## config.mk

```make
export PLATFORM = sky130hd
export DESIGN_NAME = kronos_mem_arbiter
export DESIGN_NICKNAME = d
export VERILOG_FILES = /design/src/rtl/kronos_arb_pkg.sv /design/src/rtl/kronos_arb_taint_mux.sv /design/src/rtl/kronos_mem_arbiter.sv
export SDC_FILE = /design/constraint.sdc
export NUM_CORES = 1
export LEC_CHECK = 0
export BUFFER_PORTS_ARGS = -buffer_cell sky130_fd_sc_hd__buf_2
export CORE_AREA = 2 2 219 221
export CTS_BUF_LIST = sky130_fd_sc_hd__clkbuf_16
export CTS_CLUSTER_SIZE = 25
export DETAILED_ROUTE_END_ITERATION = 7
export DIE_AREA = 0 0 221 223
export GPL_TIMING_DRIVEN = 0
export HOLD_SLACK_MARGIN = 0.1
export PLACE_DENSITY = 0.39
export SETUP_SLACK_MARGIN = 0.15
export SYNTH_ARGS = -nofsm -noshare
export SYNTH_HDL_FRONTEND = slang
export SYNTH_SLANG_ARGS = --single-unit
```

## constraint.sdc

```tcl
create_clock -name clk_i -period 4.9 [get_ports clk_i]
set_input_delay 0.98 -clock clk_i [delete_from_list [all_inputs] [get_ports clk_i]]
set_output_delay 0.98 -clock clk_i [all_outputs]
set_load 0.01 [all_outputs]
```

## src/rtl/kronos_arb_pkg.sv

```systemverilog
// rtl/kronos_arb_pkg.sv - shared types and constants for the Kronos memory arbiter
package kronos_arb_pkg;

  typedef enum logic {
    OWN_INSTR = 1'b0,
    OWN_DATA  = 1'b1
  } owner_e;

  typedef struct packed {
    logic   vld;
    owner_e own;
    logic   vld_t0;
    logic   own_t0;
  } rsp_t;

  localparam logic PRIO_RST = 1'b1;

endpackage

```

## src/rtl/kronos_arb_taint_mux.sv

```systemverilog
// rtl/kronos_arb_taint_mux.sv - 2:1 mux with precise taint shadow on the select
module kronos_arb_taint_mux #(
  parameter int W = 1
) (
  input  logic         sel,
  input  logic         sel_t0,
  input  logic [W-1:0] a,
  input  logic [W-1:0] a_t0,
  input  logic [W-1:0] b,
  input  logic [W-1:0] b_t0,
  output logic [W-1:0] y,
  output logic [W-1:0] y_t0
);

  // sel=1 picks b; a tainted select taints every bit where the inputs differ
  always_comb begin
    y    = sel ? b : a;
    y_t0 = sel_t0 ? ((a ^ b) | a_t0 | b_t0) : (sel ? b_t0 : a_t0);
  end

endmodule

```

## src/rtl/kronos_mem_arbiter.sv

```systemverilog
// rtl/kronos_mem_arbiter.sv - taint-aware instr/data arbiter for one single-port SRAM
module kronos_mem_arbiter
  import kronos_arb_pkg::*;
#(
  parameter int AW = 15,
  parameter int DW = 32
) (
  input  logic          clk_i,
  input  logic          rst_ni,
  input  logic          instr_req,
  input  logic          instr_req_t0,
  output logic          instr_gnt,
  output logic          instr_gnt_t0,
  input  logic [AW-1:0] instr_addr,
  input  logic [AW-1:0] instr_addr_t0,
  output logic          instr_rvalid,
  output logic          instr_rvalid_t0,
  output logic [DW-1:0] instr_rdata,
  output logic [DW-1:0] instr_rdata_t0,
  input  logic          data_req,
  input  logic          data_req_t0,
  output logic          data_gnt,
  output logic          data_gnt_t0,
  input  logic [AW-1:0] data_addr,
  input  logic [AW-1:0] data_addr_t0,
  input  logic          data_we,
  input  logic          data_we_t0,
  input  logic [DW-1:0] data_wdata,
  input  logic [DW-1:0] data_wdata_t0,
  input  logic [DW-1:0] data_strb,
  input  logic [DW-1:0] data_strb_t0,
  output logic          data_rvalid,
  output logic          data_rvalid_t0,
  output logic [DW-1:0] data_rdata,
  output logic [DW-1:0] data_rdata_t0,
  output logic          mem_req,
  output logic          mem_req_t0,
  output logic [AW-1:0] mem_addr,
  output logic [AW-1:0] mem_addr_t0,
  output logic          mem_we,
  output logic          mem_we_t0,
  output logic [DW-1:0] mem_wdata,
  output logic [DW-1:0] mem_wdata_t0,
  output logic [DW-1:0] mem_strb,
  output logic [DW-1:0] mem_strb_t0,
  input  logic [DW-1:0] mem_rdata,
  input  logic [DW-1:0] mem_rdata_t0
);

  logic prio_q;
  logic prio_t0_q;
  rsp_t rsp_q;

  logic conflict;
  logic win_data;
  logic win_instr;
  logic sel_t0;
  logic rd_gnt;
  logic rd_gnt_t0;
  logic instr_own;
  logic data_own;
  logic rsp_live;

  // Grant decision: a lone requester wins, otherwise the priority holder wins
  always_comb begin
    conflict  = instr_req & data_req;
    win_data  = data_req & (~instr_req | prio_q);
    win_instr = instr_req & ~win_data;
    sel_t0    = (instr_req_t0 & (data_req | data_req_t0))
              | (data_req_t0 & (instr_req | instr_req_t0))
              | (prio_t0_q & conflict);
  end

  assign instr_gnt    = win_instr;
  assign data_gnt     = win_data;
  assign instr_gnt_t0 = instr_req_t0 | sel_t0;
  assign data_gnt_t0  = data_req_t0 | sel_t0;

  assign mem_req    = instr_req | data_req;
  assign mem_req_t0 = (instr_req_t0 & ~data_req) | (data_req_t0 & ~instr_req)
                    | (instr_req_t0 & data_req_t0);

  // Instruction side never writes: its we/wdata/strb legs are constant zero
  kronos_arb_taint_mux #(.W(AW)) u_mux_addr (
    .sel(win_data), .sel_t0(sel_t0),
    .a(instr_addr), .a_t0(instr_addr_t0),
    .b(data_addr),  .b_t0(data_addr_t0),
    .y(mem_addr),   .y_t0(mem_addr_t0)
  );

  kronos_arb_taint_mux #(.W(1)) u_mux_we (
    .sel(win_data), .sel_t0(sel_t0),
    .a(1'b0),       .a_t0(1'b0),
    .b(data_we),    .b_t0(data_we_t0),
    .y(mem_we),     .y_t0(mem_we_t0)
  );

  kronos_arb_taint_mux #(.W(DW)) u_mux_wdata (
    .sel(win_data),  .sel_t0(sel_t0),
    .a('0),          .a_t0('0),
    .b(data_wdata),  .b_t0(data_wdata_t0),
    .y(mem_wdata),   .y_t0(mem_wdata_t0)
  );

  kronos_arb_taint_mux #(.W(DW)) u_mux_strb (
    .sel(win_data),  .sel_t0(sel_t0),
    .a('0),          .a_t0('0),
    .b(data_strb),   .b_t0(data_strb_t0),
    .y(mem_strb),    .y_t0(mem_strb_t0)
  );

  // A granted read expects data next cycle; writes produce no response
  always_comb begin
    rd_gnt    = mem_req & ~mem_we;
    rd_gnt_t0 = mem_req_t0 | (mem_req & mem_we_t0);
  end

  // Priority flips toward the loser on conflicts; response regs reload every cycle
  always_ff @(posedge clk_i or negedge rst_ni) begin
    if (!rst_ni) begin
      prio_q    <= PRIO_RST;
      prio_t0_q <= 1'b0;
      rsp_q     <= '0;
    end else begin
      if (conflict)
        prio_q <= win_instr;
      if (conflict | sel_t0)
        prio_t0_q <= sel_t0;
      rsp_q.vld    <= rd_gnt;
      rsp_q.own    <= win_data ? OWN_DATA : OWN_INSTR;
      rsp_q.vld_t0 <= rd_gnt_t0;
      rsp_q.own_t0 <= sel_t0;
    end
  end

  // Route the SRAM read data to the port that owns the outstanding response
  always_comb begin
    instr_own = rsp_q.vld & (rsp_q.own == OWN_INSTR);
    data_own  = rsp_q.vld & (rsp_q.own == OWN_DATA);
    rsp_live  = rsp_q.vld | rsp_q.vld_t0;
  end

  assign instr_rvalid    = instr_own;
  assign data_rvalid     = data_own;
  assign instr_rvalid_t0 = rsp_q.vld_t0 | rsp_q.own_t0;
  assign data_rvalid_t0  = rsp_q.vld_t0 | rsp_q.own_t0;

  assign instr_rdata = instr_own ? mem_rdata : '0;
  assign data_rdata  = data_own  ? mem_rdata : '0;

  assign instr_rdata_t0 = (rsp_q.own_t0 & rsp_live) ? (mem_rdata | mem_rdata_t0)
                        : (instr_own ? mem_rdata_t0 : '0);
  assign data_rdata_t0  = (rsp_q.own_t0 & rsp_live) ? (mem_rdata | mem_rdata_t0)
                        : (data_own ? mem_rdata_t0 : '0);

endmodule

```

* Word level (Yosys, flattened, before mapping)
Index checks and enable logic that the tools add are counted.
** Word-level totals
- Register bits after elaboration :: 6
- Input bits :: 260
- Output and inout bits :: 298
- Word-level logic and storage cells :: 65
** Cells by class
- Mux-type cells :: 19
- Bitwise gates (word level) :: 40
** Operators with widths (count)
- $mux W32 :: 12
- $or A32 B32 Y32 :: 3
- $mux W15 :: 3
- $or A15 B15 Y15 :: 2
- $or A1 B1 Y1 :: 15
- $xor A15 B15 Y15 :: 1
- $and A1 B1 Y1 :: 14
- $not A1 Y1 :: 5
- $mux W1 :: 4

* Depth between registers and ports, before layout
Gate-level depths: netlist of the first run.
- Depth in word-level cells :: 7
- Gate-level depth with buffers :: 6
- Mapped depth without buffers :: 4

* Cells and area by module
A second synthesis of the first run with hierarchy kept.
** Second synthesis, totals
- Cell total of the unflattened synthesis :: 645
- Area, all modules :: 5604.1 um^2
** Modules (own cells, without submodules)
- kronos_arb_taint_mux at u_mux_strb ... :: times used 2, cells an instance 141, area each 1452.6 um^2, seq. area each 0.0 um^2
- kronos_mem_arbiter :: times used 1, cells an instance 292, area each 1950.6 um^2, seq. area each 151.4 um^2
- kronos_arb_taint_mux at u_mux_addr :: times used 1, cells an instance 67, area each 706.9 um^2, seq. area each 0.0 um^2
- kronos_arb_taint_mux at u_mux_we :: times used 1, cells an instance 4, area each 41.3 um^2, seq. area each 0.0 um^2

* Worst setup path before layout of the first run
No wires, ideal clock.
- Path kind :: input port to output port
- From :: input data_req_t0
- To :: output mem_strb_t0[0]
- Arrival time :: 2.049 ns
- Required time :: 3.920 ns
- Setup slack :: 1.871 ns
- Cell stages on the path :: 5
- Buffers on the path :: 2
- Cells stage by stage :: or3_4 -> a22o_1 -> buf_6 -> buf_6 -> a22o_1
** Between the ends
- Longest elaborated chain between the ends :: 5
- Elaborated cells on any way between the ends :: 6
- Classes of those cells :: 1 x mux; 5 x bitwise
** Ends and longest elaborated chain
- start: declaration :: RTL line kronos_mem_arbiter.sv:21 : input logic data_req_t0,
- $or A1 B1 Y1 :: RTL line kronos_mem_arbiter.sv:69 : sel_t0 = (instr_req_t0 & (data_req | data_req_t0))
- $and A1 B1 Y1 :: RTL line kronos_mem_arbiter.sv:69
- $or A1 B1 Y1 (*) :: RTL line kronos_mem_arbiter.sv:70 : | (data_req_t0 & (instr_req | instr_req_t0))
- $or A1 B1 Y1 (*) :: RTL line kronos_mem_arbiter.sv:71 : | (prio_t0_q & conflict);
- $mux W32 (*) :: RTL line kronos_arb_taint_mux.sv:18 : y_t0 = sel_t0 ? ((a ^ b) | a_t0 | b_t0) : (sel ? b_t0 : a_t0);
- end: declaration :: RTL line kronos_mem_arbiter.sv:45 : output logic [DW-1:0] mem_strb_t0,
Every way passes the cells marked *; elsewhere a longest branch is shown, timed or not.

* Worst setup path in the final report of the first run
- From :: input instr_req
- To :: output mem_addr_t0[11]
** Between the ends
- Longest elaborated chain between the ends :: 5
- Elaborated cells on any way between the ends :: 11
- Classes of those cells :: 2 x mux; 9 x bitwise
** Ends and longest elaborated chain
- start: declaration :: RTL line kronos_mem_arbiter.sv:10 : input logic instr_req,
- $or A1 B1 Y1 or $not A1 Y1 (tied branches) :: RTL line kronos_mem_arbiter.sv:70, kronos_mem_arbiter.sv:67
- $and A1 B1 Y1 or $or A1 B1 Y1 (tied branches) :: RTL line kronos_mem_arbiter.sv:70, kronos_mem_arbiter.sv:67
- $or A1 B1 Y1 or $and A1 B1 Y1 (tied branches) :: RTL line kronos_mem_arbiter.sv:70, kronos_mem_arbiter.sv:67
- $or A1 B1 Y1 or $mux W15 (tied branches) :: RTL line kronos_mem_arbiter.sv:71, kronos_arb_taint_mux.sv:18
- $mux W15 (*) :: RTL line kronos_arb_taint_mux.sv:18
- end: declaration :: RTL line kronos_mem_arbiter.sv:39 : output logic [AW-1:0] mem_addr_t0,
Marked as above.

==> key figures, run 1 <==
Timing
  • Sum Neg Setup Slack: 0 ps
  • Max Clock Skew: 2.31 ps
  • Final setup fails: 0
  • Fin. max-slew vios: 0
  • Crit path time final: 4050 ps
  • Fmax: 247 MHz
  • Worst slew margin: 0.437
  • Final Hold Viols: 0
  • RSZ-0062 raised after global routing: no
  • Tcrit/Tclk final: 0.826
  • Worst slew pin tran: 844 ps

Synthesis
  • Post-synthesis sequential area ratio: 0.0494
  • Mean post-synth cell area: 6.45 sq um
  • Mapped Area: 0.00306 sq mm
  • Synth async-reset ratio: 1.00
  • Post-synth EDFFs: 0
  • Syn nets: 735
  • Synthesis warning total: 0
  • Top_reg_cell synth: dfrtp_1
  • Gate Count Post-Synth: 475
  • Yosys cell types: 34
  • Synth Register Bits: 6

GRT
  • Number of global-route vias before repair: 6130
  • GRT Resource Usage Total: 0.108
  • Grt ovf: 0
  • Pin count of the biggest net entering global routing: 12
  • Initial antenna violation count: 4
  • First-pass GRT wire length: 39400 um

Power
  • Combinational Power Share: 0.848
  • Clock power share: 0.099
  • P_leak: 3.94 nW
  • Cell Pwr Density: 214 mW/mm^2
  • Worst vdd rail ir drop: 0.139 mV
  • Internal power: 0.662 mW
  • Switch share: 0.539
  • Power, Total: 1.44 mW
  • P_sw: 0.775 mW
  • Seq pwr share: 0.053

Layout
  • Non-Filler Instances: 1656
  • Area of the multi-input gates: 0.00258 sq mm
  • Syn-to-layout area delta: 119%
  • Most common cell after layout, fill and taps aside: buf_2
  • Fraction of layout cells with a size suffix above 1: 0.576
  • Layout net count: 1297
  • FILL cells: 5501
  • Most frequent cells in the layout: buf_2 (558), and3_1 (97), nor2_1 (70)
  • Register area: 151 sq um

CTS
  • Worst-skew pair later-pin latency: 230 ps
  • Postcts setup bufs: 0
  • Hold-fix buffers, CTS: 0
  • H-tree Lvls: 1
  • CTS clk-pin slew, worst paths: 40 ps
  • CTS buffer count: 3
  • # clock sinks: 6
  • Cts repair resizes: 0
  • Root Driver: clkbuf_16
  • CTS tree: yes
  • Maximum root-to-sink buffer count: 2

Run
  • Max Cap Viol: 0

Place
  • Final HPWL DP: 25300 um
  • RePlAce Congestion: 0.955
  • IO buf count: 557
  • Inst Count DP: 1647

Routing
  • Final WL: 28900 um
  • 1st-iter DRT viols: 276
  • Via density: 3.73
  • Pre-antenna DRT Iters: 4
  • Antenna-violating nets left: 0
  • WL per Instance: 17.5 um
  • DRC violations left: 0
  • Via count: 6182

Setup path
  • Worst Path Max Fanout: 10
  • Worst Path Required: 3920 ps
  • CP Launch Type: input port
  • Arrival time worst endpoint: 3070 ps
  • Kind of end point of the critical path: output port
  • Crit path kind: in2out

Floorplan
  • Chip Height: 223 um
  • Starting Density: 0.0649
  • Boundary Pins: 558
  • Core area: 0.0471 sq mm
  • Die width: 221 um
  • Die area: 0.0493 sq mm
  • # rows: 80

Run status
  • Status: complete, no violations

Worst hold path
  • Min-delay worst type: reg2reg
-- worst paths after layout --
path / from / endpoint / slack [ps] / depth (start not counted)
max: instr_req / mem_addr_t0[11] / 850 / 7
min: prio_t0_q$_DFFE_PN0P_ / prio_t0_q$_DFFE_PN0P_ / 490 / 1
max reg2reg: prio_q$_DFFE_PN1N_ / rsp_q[3]$_DFF_PN0_ / 2580 / 5
min reg2reg: prio_t0_q$_DFFE_PN0P_ / prio_t0_q$_DFFE_PN0P_ / 490 / 1
max in group asynchronous: rst_ni / prio_q$_DFFE_PN1N_ / 4060 / 1
min in group asynchronous: rst_ni / rsp_q[3]$_DFF_PN0_ / 590 / 1
-- final cells by class --
type	instances	area share
Sequential cell	6	0.0226
Multi-Input combinational cell	409	0.384
Clock inverter	1	0.000559
Clock buffer	3	0.0112
Inverter	4	0.00224
Tap cell	615	0.115
Timing Repair Buffer	557	0.415
Buffer	56	0.0472
Antenna cell	5	0.00186
-- cells in the mapped netlist (all sizes together), types with 2 or more instances --
cell type | count | area, sq um
a21oi | 34 | 170
a22o | 65 | 569
a31oi | 16 | 100
and2 | 33 | 206
and3 | 97 | 607
buf | 17 | 170
clkbuf | 39 | 146
dfrtp | 5 | 125
inv | 4 | 15.0
mux2 | 15 | 169
nand2 | 2 | 15.0
nand2b | 4 | 25.0
nand3 | 15 | 75.1
nor2 | 71 | 269
nor2b | 3 | 18.8
nor3 | 15 | 75.1
o21ai | 15 | 75.1
xor2 | 15 | 131
-- power by group through the flow --
stage          clock, mW  combinational [mW]  sequential (mW)
2_1_floorplan          0               0.603           0.0677
3_3_place_gp           0                1.24           0.0780
3_5_place_dp           0                1.23           0.0786
4_1_cts            0.149                1.23           0.0779
5_1_grt            0.153                1.32           0.0786
6_report           0.142                1.22           0.0765
-- layer usage --
metal / track usage / vias up / routed length (um) / part of all wire
li1: - / 2876 / - / -
met5: 0 / - / 0 / 0
met1: 0.114 / 2835 / 10600 / 0.37
met2: 0.196 / 413 / 14500 / 0.50
met3: 0.0241 / 58 / 2220 / 0.077
met4: 0.0615 / 0 / 1560 / 0.054
-- critical path, cell delays in order --
cell and delay, ps:
buf_2 160, nand2b_1 80, clkbuf_1 570, clkbuf_1 620
nand3_1 140, a31oi_1 300, buf_2 190
-- sequential cells by signal, indices dropped and copies added, names as in the netlist --
name       cells
prio_q         1
prio_t0_q      1
rsp_q          4
-- stage by stage --
stage	hold WS (ps)	utilization	area, sq um	setup slack (ps)
finish	495	0.142	6710	853
global route	515	0.142	6710	472
CTS	495	0.142	6700	542
detailed placement	482	0.140	6620	550
global placement	489	0.140	6620	576
floorplan	444	-	3060	1870
-- logic make-up (layout without fill, tap and decap cells) --
kind of cell	count (synthesis)	in the layout	share of synthesized area
AOI/OAI and AO/OA	135	135	0.311
xor gates and xnor gates	16	16	0.0458
buffers and inverters	60	621	0.108
DFF	6	6	0.0494
muxes	15	15	0.0552
other	0	5	0
and+or+nand+nor	243	243	0.430
Note: power is estimated with default switching activity, not from simulation.
==> inputs of run 2 (changes only) <==
--- a/config.mk
+++ b/config.mk
@@ -6,11 +6,11 @@
 export NUM_CORES = 1
 export LEC_CHECK = 0
 export BUFFER_PORTS_ARGS = -buffer_cell sky130_fd_sc_hd__buf_2
-export CORE_AREA = 2 2 219 221
+export CORE_AREA = 2 2 220 222
 export CTS_BUF_LIST = sky130_fd_sc_hd__clkbuf_16
 export CTS_CLUSTER_SIZE = 25
 export DETAILED_ROUTE_END_ITERATION = 7
-export DIE_AREA = 0 0 221 223
+export DIE_AREA = 0 0 222 224
 export GPL_TIMING_DRIVEN = 0
 export HOLD_SLACK_MARGIN = 0.1
 export PLACE_DENSITY = 0.39
==> constraint.sdc (replaced) <==
create_clock -name clk_i -period 3.8 [get_ports clk_i]
set_input_delay 0.76 -clock clk_i [delete_from_list [all_inputs] [get_ports clk_i]]
set_output_delay 0.76 -clock clk_i [all_outputs]
set_load 0.01 [all_outputs]
==> run 2 against run 1 <==
  * Global-route usage decreased by 0.052 points
  * Hold slack got worse by 120 ps
  * Clock-buffer cell count unchanged
  * Register-to-register slack got worse by 800 ps
  * Non-clock buffer count decreased by 1
  * Sequential share of layout area about the same
  * Largest cell class unchanged
  * Highest routed layer is now met5
==> key figures, run 2 (synthesis results as in run 1) <==
Run status
  • Status: complete, no violations

Routing
  • Pre-antenna DRT Iters: 4
  • WL per Instance: 17.7 um
  • 1st-iter DRT viols: 202
  • Final WL: 29300 um
  • DRC violations left: 0
  • Antenna-violating nets left: 0
  • Via count: 6175
  • Via density: 3.74

CTS
  • Worst-skew pair later-pin latency: 230 ps
  • Maximum root-to-sink buffer count: 2
  • Postcts setup bufs: 0
  • H-tree Lvls: 1
  • CTS clk-pin slew, worst paths: 40 ps
  • CTS tree: yes
  • Hold-fix buffers, CTS: 0
  • # clock sinks: 6
  • Root Driver: clkbuf_16
  • CTS buffer count: 3

Power
  • P_sw: 0.999 mW
  • P_leak: 3.94 nW
  • Clock power share: 0.100
  • Switch share: 0.539
  • Cell Pwr Density: 276 mW/mm^2
  • Worst vdd rail ir drop: 0.157 mV
  • Seq pwr share: 0.052
  • Combinational Power Share: 0.848
  • Internal power: 0.854 mW

Timing
  • Crit path time final: 3250 ps
  • Fmax: 308 MHz
  • RSZ-0062 raised after global routing: no
  • Final Hold Viols: 0
  • Setup WS post-layout: 549 ps
  • Tcrit/Tclk final: 0.856
  • Final setup fails: 0
  • Worst slew margin: 0.546
  • Fin. max-slew vios: 0
  • Worst slew pin tran: 681 ps
  • Max Clock Skew: 1.92 ps
  • Hold_ws: 373 ps
  • Sum Neg Setup Slack: 0 ps

Setup path
  • R2R setup slack: 1780 ps
  • Crit path capture: mem_strb_t0[9]
  • R2R Path End: rsp_q[3]$_DFF_PN0_
  • Worst Path Max Fanout: 11
  • Kind of end point of the critical path: output port
  • Reg2reg start: prio_q$_DFFE_PN1N_
  • Crit path kind: in2out
  • Worst-case reg-to-reg path depth: 5
  • CP Launch Type: input port
  • Arrival time worst endpoint: 2490 ps
  • Worst Setup SP: data_req
  • Worst Path Required: 3040 ps

GRT
  • GRT Resource Usage Total: 0.107
  • Number of global-route vias before repair: 6017
  • Initial antenna violation count: 7
  • Met2 GRT Util: 0.208
  • Pin count of the biggest net entering global routing: 12
  • M3 GR Usage: 0.0224
  • First-pass GRT wire length: 39300 um
  • GR Util met1: 0.112
  • Grt ovf: 0
  • Most Crowded Layer GR: met2

Layout
  • Final Instance Area: 0.00671 sq mm
  • Register bank with the most flops: rsp_q
  • Top Registers: rsp_q x4, prio_q x1, prio_t0_q x1
  • Syn-to-layout area delta: 119%
  • Layout net count: 1296
  • Fraction of layout cells with a size suffix above 1: 0.580
  • Most common cell after layout, fill and taps aside: buf_2
  • FILL cells: 5568
  • Number of flip-flops in the largest register: 4
  • Most frequent cells in the layout: buf_2 (558), and3_1 (97), nor2_1 (70)

Worst hold path
  • Min-delay worst type: in2async

Floorplan
  • Chip Height: 224 um
  • # rows: 80
  • Die area: 0.0497 sq mm
  • Starting Density: 0.0647
  • Die width: 222 um
  • Boundary Pins: 558
  • Core area: 0.0473 sq mm

Place
  • Setup WS pre-CTS: -10.5 ps
  • RePlAce Congestion: 0.856
  • IO buf count: 557
  • Final HPWL DP: 25600 um
  • Placed Area: 0.00662 sq mm

Run
  • Max Cap Viol: 0
==> run 2: cell types whose count changed in the layout (fill, tap and decap cells not counted) <==
cell,delta
diode_2,-2
clkbuf_2,+3
clkbuf_1,-4
==> run 2: cell type report <==
| class | instances | area [sq um] | share of cell area |
|---|---|---|---|
| multi-input cells | 409 | 2580 | 0.385 |
| clock buffers | 3 | 75.1 | 0.0112 |
| plain buffers | 55 | 317 | 0.0472 |
| clock inverters | 1 | 3.75 | 0.000560 |
| diodes | 3 | 7.51 | 0.00112 |
| flip-flops and latches | 6 | 151 | 0.0226 |
| well taps | 615 | 769 | 0.115 |
| repair buffers | 557 | 2790 | 0.416 |
| inverters | 4 | 15.0 | 0.00224 |
==> run 2: worst max-delay path, stage by stage <==
cell	delay [ps]
buf_2	210
o22a_1	280
nand2_4	140
inv_2	300
buf_6	250
buf_6	170
a22o_1	190
buf_2	150
==> run 2: metrics by stage <==
stage / utilization / cells / total power [mW]
after floorplan: - / 475 / 0.865
after global placement: 0.140 / 1647 / 1.70
after detailed placement: 0.140 / 1647 / 1.69
after CTS: 0.142 / 1651 / 1.89
after global routing: 0.142 / 1652 / 2.00
final: 0.142 / 1653 / 1.85
==> run 2: power by group through the flow <==
stage | registers, mW | clock network, mW | logic, mW
6_report | 0.0969 | 0.185 | 1.57
5_1_grt | 0.100 | 0.199 | 1.70
4_1_cts | 0.0997 | 0.194 | 1.59
3_5_place_dp | 0.101 | 0 | 1.59
3_3_place_gp | 0.100 | 0 | 1.60
2_1_floorplan | 0.0873 | 0 | 0.778
==> run 2: worst min-delay path by stage <==
stage,endpoint,slack [ps],cells after the start
2_1_floorplan,prio_t0_q$_DFFE_PN0P_,440,1
3_3_place_gp,prio_t0_q$_DFFE_PN0P_,490,1
3_5_place_dp,prio_t0_q$_DFFE_PN0P_,470,1
4_1_cts,rsp_q[0]$_DFF_PN0_,370,1
5_1_grt,rsp_q[0]$_DFF_PN0_,370,1
6_report,rsp_q[0]$_DFF_PN0_,370,1
==> run 2: layer usage <==
metal,vias up,wire length (um)
met3,49,2040
met4,4,1100
met1,2849,10900
met2,406,15200
met5,-,27
li1,2867,-
==> run 2: timing repair <==
action	CTS	global route
gates cloned	0	0
endpoints found under the setup margin	11	2
resized for setup	2	2
==> inputs of run 3 (changes only) <==
--- a/config.mk
+++ b/config.mk
@@ -8,6 +8,7 @@
 export BUFFER_PORTS_ARGS = -buffer_cell sky130_fd_sc_hd__buf_2
 export CORE_AREA = 2 2 220 222
 export CTS_BUF_LIST = sky130_fd_sc_hd__clkbuf_16
+export CTS_CLUSTER_DIAMETER = 120
 export CTS_CLUSTER_SIZE = 25
 export DETAILED_ROUTE_END_ITERATION = 7
 export DIE_AREA = 0 0 222 224
==> constraint.sdc (replaced) <==
create_clock -name clk_i -period 3.6 [get_ports clk_i]
set_input_delay 0.72 -clock clk_i [delete_from_list [all_inputs] [get_ports clk_i]]
set_output_delay 0.72 -clock clk_i [all_outputs]
set_load 0.01 [all_outputs]
==> run 3 against run 2 <==
  * Hold slack worse by 47 ps
  * Register-to-register slack worse by 190 ps
  * Combinational power is 6% higher
  * Sequential power is 5% higher
  * Wire length is 0.21% lower
  * Sequential cell count stayed put
  * Critical path type unchanged
  * Largest cell class unchanged
==> key figures, run 3 (synthesis results as in run 1) <==
Place
  • RePlAce Congestion: 0.856
  • IO buf count: 557
  • Setup WS pre-CTS: -130 ps
  • Final HPWL DP: 25600 um
  • Inst Count DP: 1647

Run
  • Max Cap Viol: 0

Setup path
  • Crit path buf inv count: 4
  • CP Launch Type: input port
  • Crit path largest cell delay: 550 ps
  • Worst Path Required: 2880 ps
  • R2R Path End: rsp_q[3]$_DFF_PN0_
  • Arrival time worst endpoint: 2410 ps
  • Kind of end point of the critical path: output port
  • Worst Path Max Fanout: 10
  • R2R setup slack: 1590 ps
  • Crit path kind: in2out
  • Worst path slowest cell: clkbuf_1
  • Reg2reg start: prio_q$_DFFE_PN1N_
  • Delay-heaviest family, CP: buffers and inverters
  • Worst-path cell chain: buf_2 -> clkbuf_1 -> clkbuf_1 -> and3_1 -> buf_2
  • Worst-case reg-to-reg path depth: 5

Layout
  • Area of the multi-input gates: 0.00258 sq mm
  • Most frequent cells in the layout: buf_2 (558), and3_1 (97), nor2_1 (70)
  • FILL cells: 5568
  • Most common cell after layout, fill and taps aside: buf_2
  • Fraction of layout cells with a size suffix above 1: 0.580
  • Syn-to-layout area delta: 119%
  • Non-Filler Instances: 1654
  • Register bank with the most flops: rsp_q
  • Layout net count: 1297
  • Top Registers: rsp_q x4, prio_q x1, prio_t0_q x1
  • Number of flip-flops in the largest register: 4
  • Layout Utilization: 0.142
  • Register area: 151 sq um

Power
  • Combinational Power Share: 0.848
  • Switch share: 0.538
  • Worst vdd rail ir drop: 0.165 mV
  • Seq pwr share: 0.052
  • P_leak: 3.95 nW
  • Internal power: 0.902 mW
  • Power, Total: 1.95 mW
  • P_sw: 1.05 mW
  • Clock power share: 0.100
  • Cell Pwr Density: 291 mW/mm^2

Floorplan
  • Die area: 0.0497 sq mm
  • Starting Density: 0.0647
  • Die width: 222 um
  • Core area: 0.0473 sq mm
  • Chip Height: 224 um
  • Boundary Pins: 558
  • # rows: 80

Timing
  • Fmax: 319 MHz
  • Worst slew pin tran: 675 ps
  • Final Hold Viols: 0
  • Tcrit/Tclk final: 0.870
  • Final setup fails: 0
  • Fin. max-slew vios: 0
  • Setup WS post-layout: 468 ps
  • Max Clock Skew: 1.92 ps
  • RSZ-0062 raised after global routing: no
  • Worst slew margin: 0.550
  • Crit path time final: 3130 ps

CTS
  • CTS buffer count: 3
  • H-tree Lvls: 1
  • CTS tree: yes
  • Worst-skew pair later-pin latency: 230 ps
  • Root Driver: clkbuf_16
  • Hold-fix buffers, CTS: 0
  • CTS clk-pin slew, worst paths: 40 ps
  • Maximum root-to-sink buffer count: 2
  • # clock sinks: 6
  • Postcts setup bufs: 0

Worst hold path
  • Min-delay worst type: in2async

GRT
  • GRT Resource Usage Total: 0.107
  • First-pass GRT wire length: 39300 um
  • Initial antenna violation count: 8
  • Number of global-route vias before repair: 6017
  • Pin count of the biggest net entering global routing: 12
  • Grt ovf: 0

Routing
  • 1st-iter DRT viols: 193
  • Via density: 3.72
  • Final WL: 29200 um
  • WL per Instance: 17.7 um
  • DRC violations left: 0
  • Via count: 6160
  • Pre-antenna DRT Iters: 4
  • Antenna-violating nets left: 0

Run status
  • Status: complete, no violations
run 3: cell type report:
type / count / share of cell area
clock inverters: 1 / 0.000559
plain buffers: 56 / 0.0479
inverters: 4 / 0.00224
repair buffers: 557 / 0.415
clock buffers: 3 / 0.0112
multi-input cells: 409 / 0.384
flip-flops and latches: 6 / 0.0226
diodes: 3 / 0.00112
well taps: 615 / 0.115
run 3: metrics by stage:
step,instance area [sq um],hold WS [ps],TNS [ps]
final,6710,325,0
after floorplan,3060,424,0
after global placement,6620,487,-623
after detailed placement,6620,466,-722
after CTS,6700,335,0
after global routing,6710,332,0
run 3: repair_timing:
action | CTS | global route
setup endpoints to repair | 18 | 0
resized for setup | 4 | 0
hold endpoints to repair | 0 | 0
run 3: worst reg2reg max path, cell delays in order, from the launching register on:
cell	delay (ps)
dfstp_2	560
nand2b_1	110
clkbuf_2	330
clkbuf_1	490
and3_1	340
nor2_1	60
run 3: worst max path at each step:
stage | to | cells past startpoint | startpoint
finish | mem_wdata[31] | 5 | data_req
global route | mem_wdata[31] | 5 | data_req
CTS | mem_wdata[31] | 5 | data_req
detailed placement | mem_addr_t0[12] | 7 | instr_req
global placement | mem_addr_t0[12] | 7 | instr_req
floorplan | mem_strb_t0[0] | 5 | data_req_t0
run 3: layer usage:
layer | track usage | vias to the layer above | share of wire
li1 | - | 2865 | -
met1 | 0.112 | 2841 | 0.37
met2 | 0.208 | 401 | 0.52
met3 | 0.0224 | 49 | 0.068
met4 | 0.0423 | 4 | 0.039
met5 | 0 | - | 0.00092
run 3: power by group through the flow:
| stage | registers [mW] | clock network (mW) | logic (mW) |
|---|---|---|---|
| 6_report | 0.102 | 0.195 | 1.66 |
| 3_3_place_gp | 0.106 | 0 | 1.68 |
| 5_1_grt | 0.106 | 0.210 | 1.79 |
| 3_5_place_dp | 0.106 | 0 | 1.68 |
| 4_1_cts | 0.105 | 0.205 | 1.68 |
| 2_1_floorplan | 0.0921 | 0 | 0.821 |
